File: config.mk
export PLATFORM = sky130hd
export DESIGN_NAME = alu_issue_queue_flat
export DESIGN_NICKNAME = d
export VERILOG_FILES = /design/src/rtl/alu_issue_queue_if.sv /design/src/rtl/alu_issue_queue.sv /design/src/flat_wrapper.sv
export SDC_FILE = /design/constraint.sdc
export NUM_CORES = 1
export LEC_CHECK = 0
export ABC_AREA = 1
export CORE_MARGIN = 2
export CORE_UTILIZATION = 48
export CTS_CLUSTER_SIZE = 24
export DETAILED_ROUTE_END_ITERATION = 10
export GPL_TIMING_DRIVEN = 0
export PLACE_DENSITY = 0.73
export SETUP_SLACK_MARGIN = 0.4
export SYNTH_ARGS = -nofsm -noshare
export SYNTH_HDL_FRONTEND = slang
export SYNTH_SLANG_ARGS = --single-unit
File: constraint.sdc
create_clock -name clk -period 2.5 [get_ports clk]
set_input_delay 0.25 -clock clk [delete_from_list [all_inputs] [get_ports clk]]
set_output_delay 0.25 -clock clk [all_outputs]
set_load 0.005 [all_outputs]
File: src/rtl/alu_issue_queue_if.sv
// Command and response ports of alu_issue_queue, grouped so producer and consumer
// sides can be bound as a pair.
interface alu_issue_queue_if;
    // Valid/ready: a beat transfers on a rising edge where valid && ready are both high.
    // The source holds valid and payload stable until that edge.
    logic       cmd_valid;
    logic       cmd_ready;
    logic [3:0] cmd_a;
    logic [3:0] cmd_b;
    logic [2:0] cmd_opcode;
    logic       cmd_use_acc;

    logic       rsp_valid;
    logic       rsp_ready;
    logic [3:0] rsp_result;
    logic [2:0] rsp_opcode;

    modport master (
        output cmd_valid, cmd_a, cmd_b, cmd_opcode, cmd_use_acc, rsp_ready,
        input  cmd_ready, rsp_valid, rsp_result, rsp_opcode
    );

    modport slave (
        input  cmd_valid, cmd_a, cmd_b, cmd_opcode, cmd_use_acc, rsp_ready,
        output cmd_ready, rsp_valid, rsp_result, rsp_opcode
    );
endinterface

File: src/rtl/alu_issue_queue.sv
// Command FIFO -> registered issue stage -> registered response for a combinational ALU.
// Define ALU_ISSUE_ACC_EN to let commands take the previous result as operand A.
module alu_issue_queue #(
    parameter int DEPTH = 4
) (
    input  logic                       clk,
    input  logic                       rst_n,
    input  logic                       clr,
    alu_issue_queue_if.slave           bus,
    output logic [3:0]                 alu_a,
    output logic [3:0]                 alu_b,
    output logic [2:0]                 alu_opcode,
    input  logic [3:0]                 alu_result,
    output logic [$clog2(DEPTH):0]     fifo_count
);
    localparam int AW = $clog2(DEPTH);
    localparam logic [AW:0] PTR_ONE = 1;

    logic [AW:0]   wr_ptr, rd_ptr;
    logic [3:0]    mem_a  [DEPTH];
    logic [3:0]    mem_b  [DEPTH];
    logic [2:0]    mem_op [DEPTH];
    logic          iss_vld;
    logic          rsp_valid;
    logic [3:0]    rsp_result;
    logic [2:0]    rsp_opcode;
    logic [3:0]    head_a;
    logic          full, empty, push, pop, rsp_free, iss_adv;
    logic [AW-1:0] wr_idx, rd_idx;

    assign wr_idx   = wr_ptr[AW-1:0];
    assign rd_idx   = rd_ptr[AW-1:0];
    assign full     = (wr_ptr[AW] != rd_ptr[AW]) && (wr_idx == rd_idx);
    assign empty    = (wr_ptr == rd_ptr);
    assign push     = bus.cmd_valid && !full;
    assign rsp_free = !rsp_valid || bus.rsp_ready;
    assign iss_adv  = iss_vld && rsp_free;
    assign pop      = !empty && (!iss_vld || iss_adv);

    assign fifo_count     = wr_ptr - rd_ptr;
    assign bus.cmd_ready  = !full;
    assign bus.rsp_valid  = rsp_valid;
    assign bus.rsp_result = rsp_result;
    assign bus.rsp_opcode = rsp_opcode;

`ifdef ALU_ISSUE_ACC_EN
    logic       mem_acc [DEPTH];
    logic [3:0] acc;

    // The result being captured this edge is forwarded so dependent commands need no bubble.
    always_comb begin
        head_a = mem_a[rd_idx];
        if (mem_acc[rd_idx]) head_a = iss_adv ? alu_result : acc;
    end

    always_ff @(posedge clk) begin
        if (push) mem_acc[wr_idx] <= bus.cmd_use_acc;
    end

    always_ff @(posedge clk or negedge rst_n) begin
        if (!rst_n)       acc <= '0;
        else if (clr)     acc <= '0;
        else if (iss_adv) acc <= alu_result;
    end
`else
    logic unused_use_acc;
    assign unused_use_acc = bus.cmd_use_acc;

    always_comb head_a = mem_a[rd_idx];
`endif

    // Storage needs no reset: an entry is only read after it has been written.
    always_ff @(posedge clk) begin
        if (push) begin
            mem_a[wr_idx]  <= bus.cmd_a;
            mem_b[wr_idx]  <= bus.cmd_b;
            mem_op[wr_idx] <= bus.cmd_opcode;
        end
    end

    always_ff @(posedge clk or negedge rst_n) begin
        if (!rst_n) begin
            wr_ptr     <= '0;
            rd_ptr     <= '0;
            iss_vld    <= 1'b0;
            alu_a      <= '0;
            alu_b      <= '0;
            alu_opcode <= '0;
            rsp_valid  <= 1'b0;
            rsp_result <= '0;
            rsp_opcode <= '0;
        end else if (clr) begin
            wr_ptr     <= '0;
            rd_ptr     <= '0;
            iss_vld    <= 1'b0;
            alu_a      <= '0;
            alu_b      <= '0;
            alu_opcode <= '0;
            rsp_valid  <= 1'b0;
            rsp_result <= '0;
            rsp_opcode <= '0;
        end else begin
            if (push) wr_ptr <= wr_ptr + PTR_ONE;
            if (pop)  rd_ptr <= rd_ptr + PTR_ONE;

            if (pop) begin
                iss_vld    <= 1'b1;
                alu_a      <= head_a;
                alu_b      <= mem_b[rd_idx];
                alu_opcode <= mem_op[rd_idx];
            end else if (iss_adv) begin
                iss_vld    <= 1'b0;
            end

            // Capture uses the opcode still on the issue register, paired with its result.
            if (iss_adv) begin
                rsp_valid  <= 1'b1;
                rsp_result <= alu_result;
                rsp_opcode <= alu_opcode;
            end else if (bus.rsp_ready) begin
                rsp_valid  <= 1'b0;
            end
        end
    end
endmodule

File: src/flat_wrapper.sv
// flat-port wrapper written by rule: the top's interface ports become plain ports
module alu_issue_queue_flat 
#(
    parameter int DEPTH = 4
)
  (clk, rst_n, clr, alu_a, alu_b, alu_opcode, alu_result, fifo_count, bus_cmd_valid, bus_cmd_a, bus_cmd_b, bus_cmd_opcode, bus_cmd_use_acc, bus_rsp_ready, bus_cmd_ready, bus_rsp_valid, bus_rsp_result, bus_rsp_opcode);
  alu_issue_queue_if bus_i ();
  input  logic clk;
  input  logic rst_n;
  input  logic clr;
  output logic [3:0] alu_a;
  output logic [3:0] alu_b;
  output logic [2:0] alu_opcode;
  input  logic [3:0] alu_result;
  output logic [$clog2(DEPTH):0] fifo_count;
  input wire logic [$bits(bus_i.cmd_valid)-1:0] bus_cmd_valid;
  input wire logic [$bits(bus_i.cmd_a)-1:0] bus_cmd_a;
  input wire logic [$bits(bus_i.cmd_b)-1:0] bus_cmd_b;
  input wire logic [$bits(bus_i.cmd_opcode)-1:0] bus_cmd_opcode;
  input wire logic [$bits(bus_i.cmd_use_acc)-1:0] bus_cmd_use_acc;
  input wire logic [$bits(bus_i.rsp_ready)-1:0] bus_rsp_ready;
  output wire logic [$bits(bus_i.cmd_ready)-1:0] bus_cmd_ready;
  output wire logic [$bits(bus_i.rsp_valid)-1:0] bus_rsp_valid;
  output wire logic [$bits(bus_i.rsp_result)-1:0] bus_rsp_result;
  output wire logic [$bits(bus_i.rsp_opcode)-1:0] bus_rsp_opcode;
  assign bus_i.cmd_valid = bus_cmd_valid;
  assign bus_i.cmd_a = bus_cmd_a;
  assign bus_i.cmd_b = bus_cmd_b;
  assign bus_i.cmd_opcode = bus_cmd_opcode;
  assign bus_i.cmd_use_acc = bus_cmd_use_acc;
  assign bus_i.rsp_ready = bus_rsp_ready;
  assign bus_cmd_ready = bus_i.cmd_ready;
  assign bus_rsp_valid = bus_i.rsp_valid;
  assign bus_rsp_result = bus_i.rsp_result;
  assign bus_rsp_opcode = bus_i.rsp_opcode;
  alu_issue_queue #(.DEPTH(DEPTH)) u_core (.clk(clk), .rst_n(rst_n), .clr(clr), .bus(bus_i), .alu_a(alu_a), .alu_b(alu_b), .alu_opcode(alu_opcode), .alu_result(alu_result), .fifo_count(fifo_count));
endmodule
### Word level (Yosys, flattened, before mapping)

Memory sizes are Yosys's and may differ from the RTL's.
Index checks and enable logic that the tools add are counted.

* register bits after elaboration: 26
* memory bits (writable): 44
* bits of input ports: 21
* output and inout bits: 23
* word-level logic and storage cells: 55
* memories kept: 3

Memories
* u_core.mem_a: words 4, bits a word 4, read ports 1, clocked after Yosys merged registers in 0, wr ports 1, line alu_issue_queue.sv:20 `logic [3:0] mem_a [DEPTH];`
* u_core.mem_b: words 4, bits a word 4, read ports 1, clocked after Yosys merged registers in 0, wr ports 1, line alu_issue_queue.sv:21 `logic [3:0] mem_b [DEPTH];`
* u_core.mem_op: words 4, bits a word 3, read ports 1, clocked after Yosys merged registers in 0, wr ports 1, line alu_issue_queue.sv:22 `logic [2:0] mem_op [DEPTH];`

* add/subtract/negate cells: 3
* equality and inequality tests: 3
* muxes and demuxes: 22
* reduce and logical (&&, ||, !) cells: 15

Operators with widths (count)
* 2-to-1 mux 3 bit: 8
* 2-to-1 mux 4 bit: 6
* 2-to-1 mux 1 bit: 8
* adder 3 x 1 -> 3 bit (second input constant): 2
* nonzero test 2 bit: 3
* nonzero test 3 bit: 2
* logical AND 1 bit: 4
* zero test 1 bit: 4
* equality test 3 bit: 1
* subtractor 3 bit: 1
* equality test 2 bit: 1
* logical OR 1 bit: 2
* inequality test 1 bit: 1

### Depth between registers and ports, before layout

* word-level depth: 7
* depth in mapped cells: 10

### Worst setup path after synthesis

No wires, ideal clock.

* path type: reg2reg
* start: reg u_core.rd_ptr[1]
* end: mem u_core.mem_a[0][0] (enable)
* data arrival time: 1.853 ns
* data required time: 2.122 ns
* path slack: 0.269 ns
* cell stages (with the launch flop): 9
* path buffers: 1
* clock period less this slack: 2.231 ns
* cells stage by stage: dfrtp_1 > inv_1 > buf_2 > ha_1 > nand2_1 > inv_1 > nand2_1 > nand2_2 > nor2_1

* longest elaborated chain between the ends: 6

RTL lines
* from (decl): line alu_issue_queue.sv:19 `logic [AW:0] wr_ptr, rd_ptr;`
* from (signal assigned): line alu_issue_queue.sv:104 `if (pop) rd_ptr <= rd_ptr + PTR_ONE;`
* equality test 2 bit: line alu_issue_queue.sv:33 `assign full = (wr_ptr[AW] != rd_ptr[AW]) && (wr_idx == rd_idx);`
* logical AND 1 bit: line alu_issue_queue.sv:33
* zero test 1 bit
* via bus_cmd_ready: line flat_wrapper.sv:22 `output wire logic [$bits(bus_i.cmd_ready)-1:0] bus_cmd_ready;`
* logical AND 1 bit: line alu_issue_queue.sv:35 `assign push = bus.cmd_valid && !full;`
* 2-to-1 mux 1 bit: line alu_issue_queue.sv:74 `if (push) begin`
* 2-to-1 mux 1 bit (not written as such): line alu_issue_queue.sv:75 `mem_a[wr_idx] <= bus.cmd_a;`
* to (decl): line alu_issue_queue.sv:20

The timed path passes the listed nets, and every way through them passes these cells.

### Worst setup path after layout

* start: reg u_core.rd_ptr[1]
* end: mem u_core.mem_b[2][0] (enable)

* longest elaborated chain between the ends: 6

RTL lines
* equality test 2 bit: line alu_issue_queue.sv:33
* logical AND 1 bit: line alu_issue_queue.sv:33
* zero test 1 bit: line alu_issue_queue.sv:35
* logical AND 1 bit: line alu_issue_queue.sv:35
* 2-to-1 mux 1 bit: line alu_issue_queue.sv:74
* 2-to-1 mux 1 bit (not written as such): line alu_issue_queue.sv:76 `mem_b[wr_idx] <= bus.cmd_b;`
* to (decl): line alu_issue_queue.sv:21

No other way between the ends.

==> impl_metrics.py <==
metrics = {
    "run_status": {
        "status": "complete, but fails checks",
        "violations": "DRC",
    },
    "placement": {
        "port-buffer-count": 42,
        "pre_cts_ws_ns": -0.386,
        "gp_congestion": 0.821,
        "dp_hpwl_um": 4210,
    },
    "yosys": {
        "synth_area_leader_cell": "edfxtp_1",
        "yosys_warnings": 0,
        "synth_cell_types": 24,
        "synth_area_leaders": "edfxtp_1, dfrtp_1, nand2_1",
        "syn_nets": 355,
        "netlist_area_sq_mm": 0.00322,
        "yosysTopAreaCellShare": 0.411,
        "yosysMostFrequentCell": "nand2_1",
        "syn_avg_cell_area_sq_um": 9.87,
        "ys_seq_elements": 70,
        "synthTopCellsByCount": "nand2_1, inv_1, nand3_1, edfxtp_1, dfrtp_1",
        "synth_edf_count": 44,
        "yosysSeqAreaShare": 0.613,
        "synthCells": 326,
        "postSynth.asyncResetShare": 0.371,
        "synth_flop_cell": "edfxtp_1",
    },
    "sta": {
        "finalHoldViolCount": 0,
        "rsz0062_at_grt": "no",
        "setup_ws_ns": 0.483,
        "finalMaxSlewViolations": 0,
        "max_freq_mhz": 496,
        "worst_pin_slew_ns": 1.12,
        "max_slew_margin": 0.250,
        "clock_skew_ns": 0.00732,
        "setup_violations": 0,
        "fin_crit_sh": 0.807,
        "period_needed_ns": 2.02,
        "whs_ns": 0.473,
    },
    "worst_setup_path": {
        "r2r-start": "u_core.rd_ptr[1]",
        "critPathRequiredTime_ns": 2.56,
        "setup.worst_path.end_class": "flop",
        "path_delay_family": "buffers and inverters",
        "path_max_fanout": 11,
        "r2r-end": "u_core.mem_b[2][0]",
        "cpMaxStageDelayCell": "dfrtp_2",
        "cp-start-kind": "flop",
        "crit_path_start": "u_core.rd_ptr[1]",
        "cp_common_cell": "buf_4",
        "crit_buf_inv": 6,
        "slowest_delay_ns": 0.41,
        "setup.worst_path.end": "u_core.mem_b[2][0]",
        "regToRegSetupSlack_ns": 0.48,
        "crit_type": "flop to flop",
        "r2r_cells": 11,
        "timing.critical_path.cells": "buf_4 > inv_1 > buf_6 > ha_1 > nand2_1 > inv_2 > nand2_2 > buf_4 > nand2_4 > nor2_4 > buf_12",
        "cp.depth": 11,
        "cp_data_arrival_time_ns": 2.08,
    },
    "drt": {
        "vias_per_cell": 4.82,
        "wire_per_inst_um": 13.3,
        "routed_wl_um": 6310,
        "drt-pass1-iter-count": 8,
        "drc": 5,
        "vias": 2279,
        "drt_iter0_markers": 165,
        "drtAntennaViolNets": 0,
    },
    "power_and_ir_drop": {
        "power_density_mw_per_mm2": 886,
        "p_leak_nw": 1.92,
        "ir_drop_uv": 368,
    },
    "grt": {
        "grt-ovfl-total": 0,
        "grt_pass1_wl_um": 10400,
        "antenna_found_initial": 0,
        "grt.total_usage": 0.188,
        "grt_max_degree": 27,
        "grt_pass1_vias": 2239,
    },
    "floorplanning": {
        "die_height_um": 85.9,
        "core_region_area_sq_mm": 0.00642,
        "io_pins": 44,
        "core.rowCount": 29,
        "initial_core_util": 0.501,
        "fp.dieW_um": 85.9,
        "dieArea_sq_mm": 0.00738,
    },
    "min_path": {
        "min_path_type": "input pin to flop",
    },
    "cts": {
        "ctsHoldBuffers": 0,
        "clk_pin_slew_ns": 0.07,
        "ctsHtreeMaxLevel": 3,
        "clk_latency_ns": 0.35,
        "cts_tree": "yes",
        "cts_buffer_depth": 2,
        "root_buffer": "clkbuf_8",
        "cts_buffers": 9,
        "clkSinkCount": 70,
    },
    "final_layout": {
        "area_growth_pct": 26.9,
        "drive_gt1_frac": 0.162,
        "n_antenna_cell": 0,
        "nNetsFinal": 420,
        "nFillCells": 505,
    },
    "run": {
        "cap_violations": 0,
    },
}
==> power by group <==
group	switching, W	internal [W]
Clock	0.000436	0.000366
Combinational	0.000739	0.000617
Sequential	0.0000772	0.00138
Total	0.00125	0.00236
==> registers in the layout, indices dropped and copies added (netlist names) <==
register / flops
u_core.alu_a: 4
u_core.alu_b: 4
u_core.alu_opcode: 3
u_core.bus.rsp_opcode: 3
u_core.bus.rsp_result: 4
u_core.bus.rsp_valid: 1
u_core.iss_vld: 1
u_core.mem_a: 16
u_core.mem_b: 16
u_core.mem_op: 12
u_core.rd_ptr: 3
u_core.wr_ptr: 3
==> layout make-up <==
class | instances | area (sq um) | area share
Clock inverter | 6 | 46.3 | 0.0113
Timing Repair Buffer | 54 | 544 | 0.133
Clock buffer | 10 | 128 | 0.0312
Multi-Input combinational cell | 175 | 941 | 0.230
Buffer | 12 | 95.1 | 0.0233
Inverter | 69 | 259 | 0.0634
Sequential cell | 70 | 1970 | 0.483
Tap cell | 77 | 96.3 | 0.0236
==> how the worst min path moves through the flow <==
stage                                  start                  endpoint  slack [ns]  depth (start not counted)
finish                                   clr      u_core.bus.rsp_valid        0.47                          2
global placement    u_core.bus.rsp_result[0]  u_core.bus.rsp_result[0]        0.50                          2
CTS                            alu_result[2]  u_core.bus.rsp_result[2]        0.47                          3
global route                   alu_result[3]  u_core.bus.rsp_result[3]        0.47                          3
floorplan                              rst_n           u_core.alu_a[0]       -0.05                          0
detailed placement  u_core.bus.rsp_opcode[2]  u_core.bus.rsp_opcode[2]        0.50                          2
==> cells in the final DEF (no fill, tap or decap), drive strengths merged, types with 5 or more instances in the layout <==
master / n
clkbuf: 12
nand2: 85
nor2: 5
nand3: 60
inv: 70
dfrtp: 26
clkdlybuf4s50: 39
ha: 7
edfxtp: 44
o21ai: 8
buf: 22
==> cell families (layout without fill, tap and decap cells) <==
logic type | count (synthesis) | count (layout) | share of synthesized area
flip-flops | 70 | 70 | 0.613
adder cells (fa/ha/maj) | 8 | 8 | 0.0334
AND/OR/NAND/NOR | 154 | 154 | 0.219
XOR/XNOR | 3 | 3 | 0.00817
buffers and inverters | 81 | 151 | 0.108
AO/OA/AOI/OAI | 10 | 10 | 0.0191
==> layer usage <==
layer / vias to the layer above / track usage / part of all wire
met2: 51 / 0.308 / 0.49
met1: 1058 / 0.233 / 0.45
met4: 0 / 0.0563 / 0.012
met3: 7 / 0.0693 / 0.049
li1: 1163 / - / -
met5: - / 0 / 0
==> what timing repair did <==
action,in CTS,in global routing
setup buffers,8,4
pin swaps,2,4
cloned,0,0
gates resized for setup,19,2
setup endpoints to repair,47,45
==> per-stage QoR <==
stage               total power (W)  utilization  setup TNS [ns]  instances  area, sq um
floorplan                   0.00227            -               0        326         3220
global placement            0.00273        0.582          -13.14        445         3730
detailed placement          0.00275        0.582          -14.88        445         3730
CTS                         0.00363        0.626               0        469         4020
global route                0.00387        0.636               0        473         4080
finish                      0.00362        0.636               0        473         4080
==> worst reg2reg max path, delay by kind of cell (launching register included) <==
| kind | cells | cell delay, ns |
|---|---|---|
| buffers and inverters | 6 | 0.69 |
| DFF | 1 | 0.41 |
| and+or+nand+nor | 4 | 0.40 |
| adders and majority gates | 1 | 0.23 |
No activity file was read; power rests on OpenSTA's default activity.
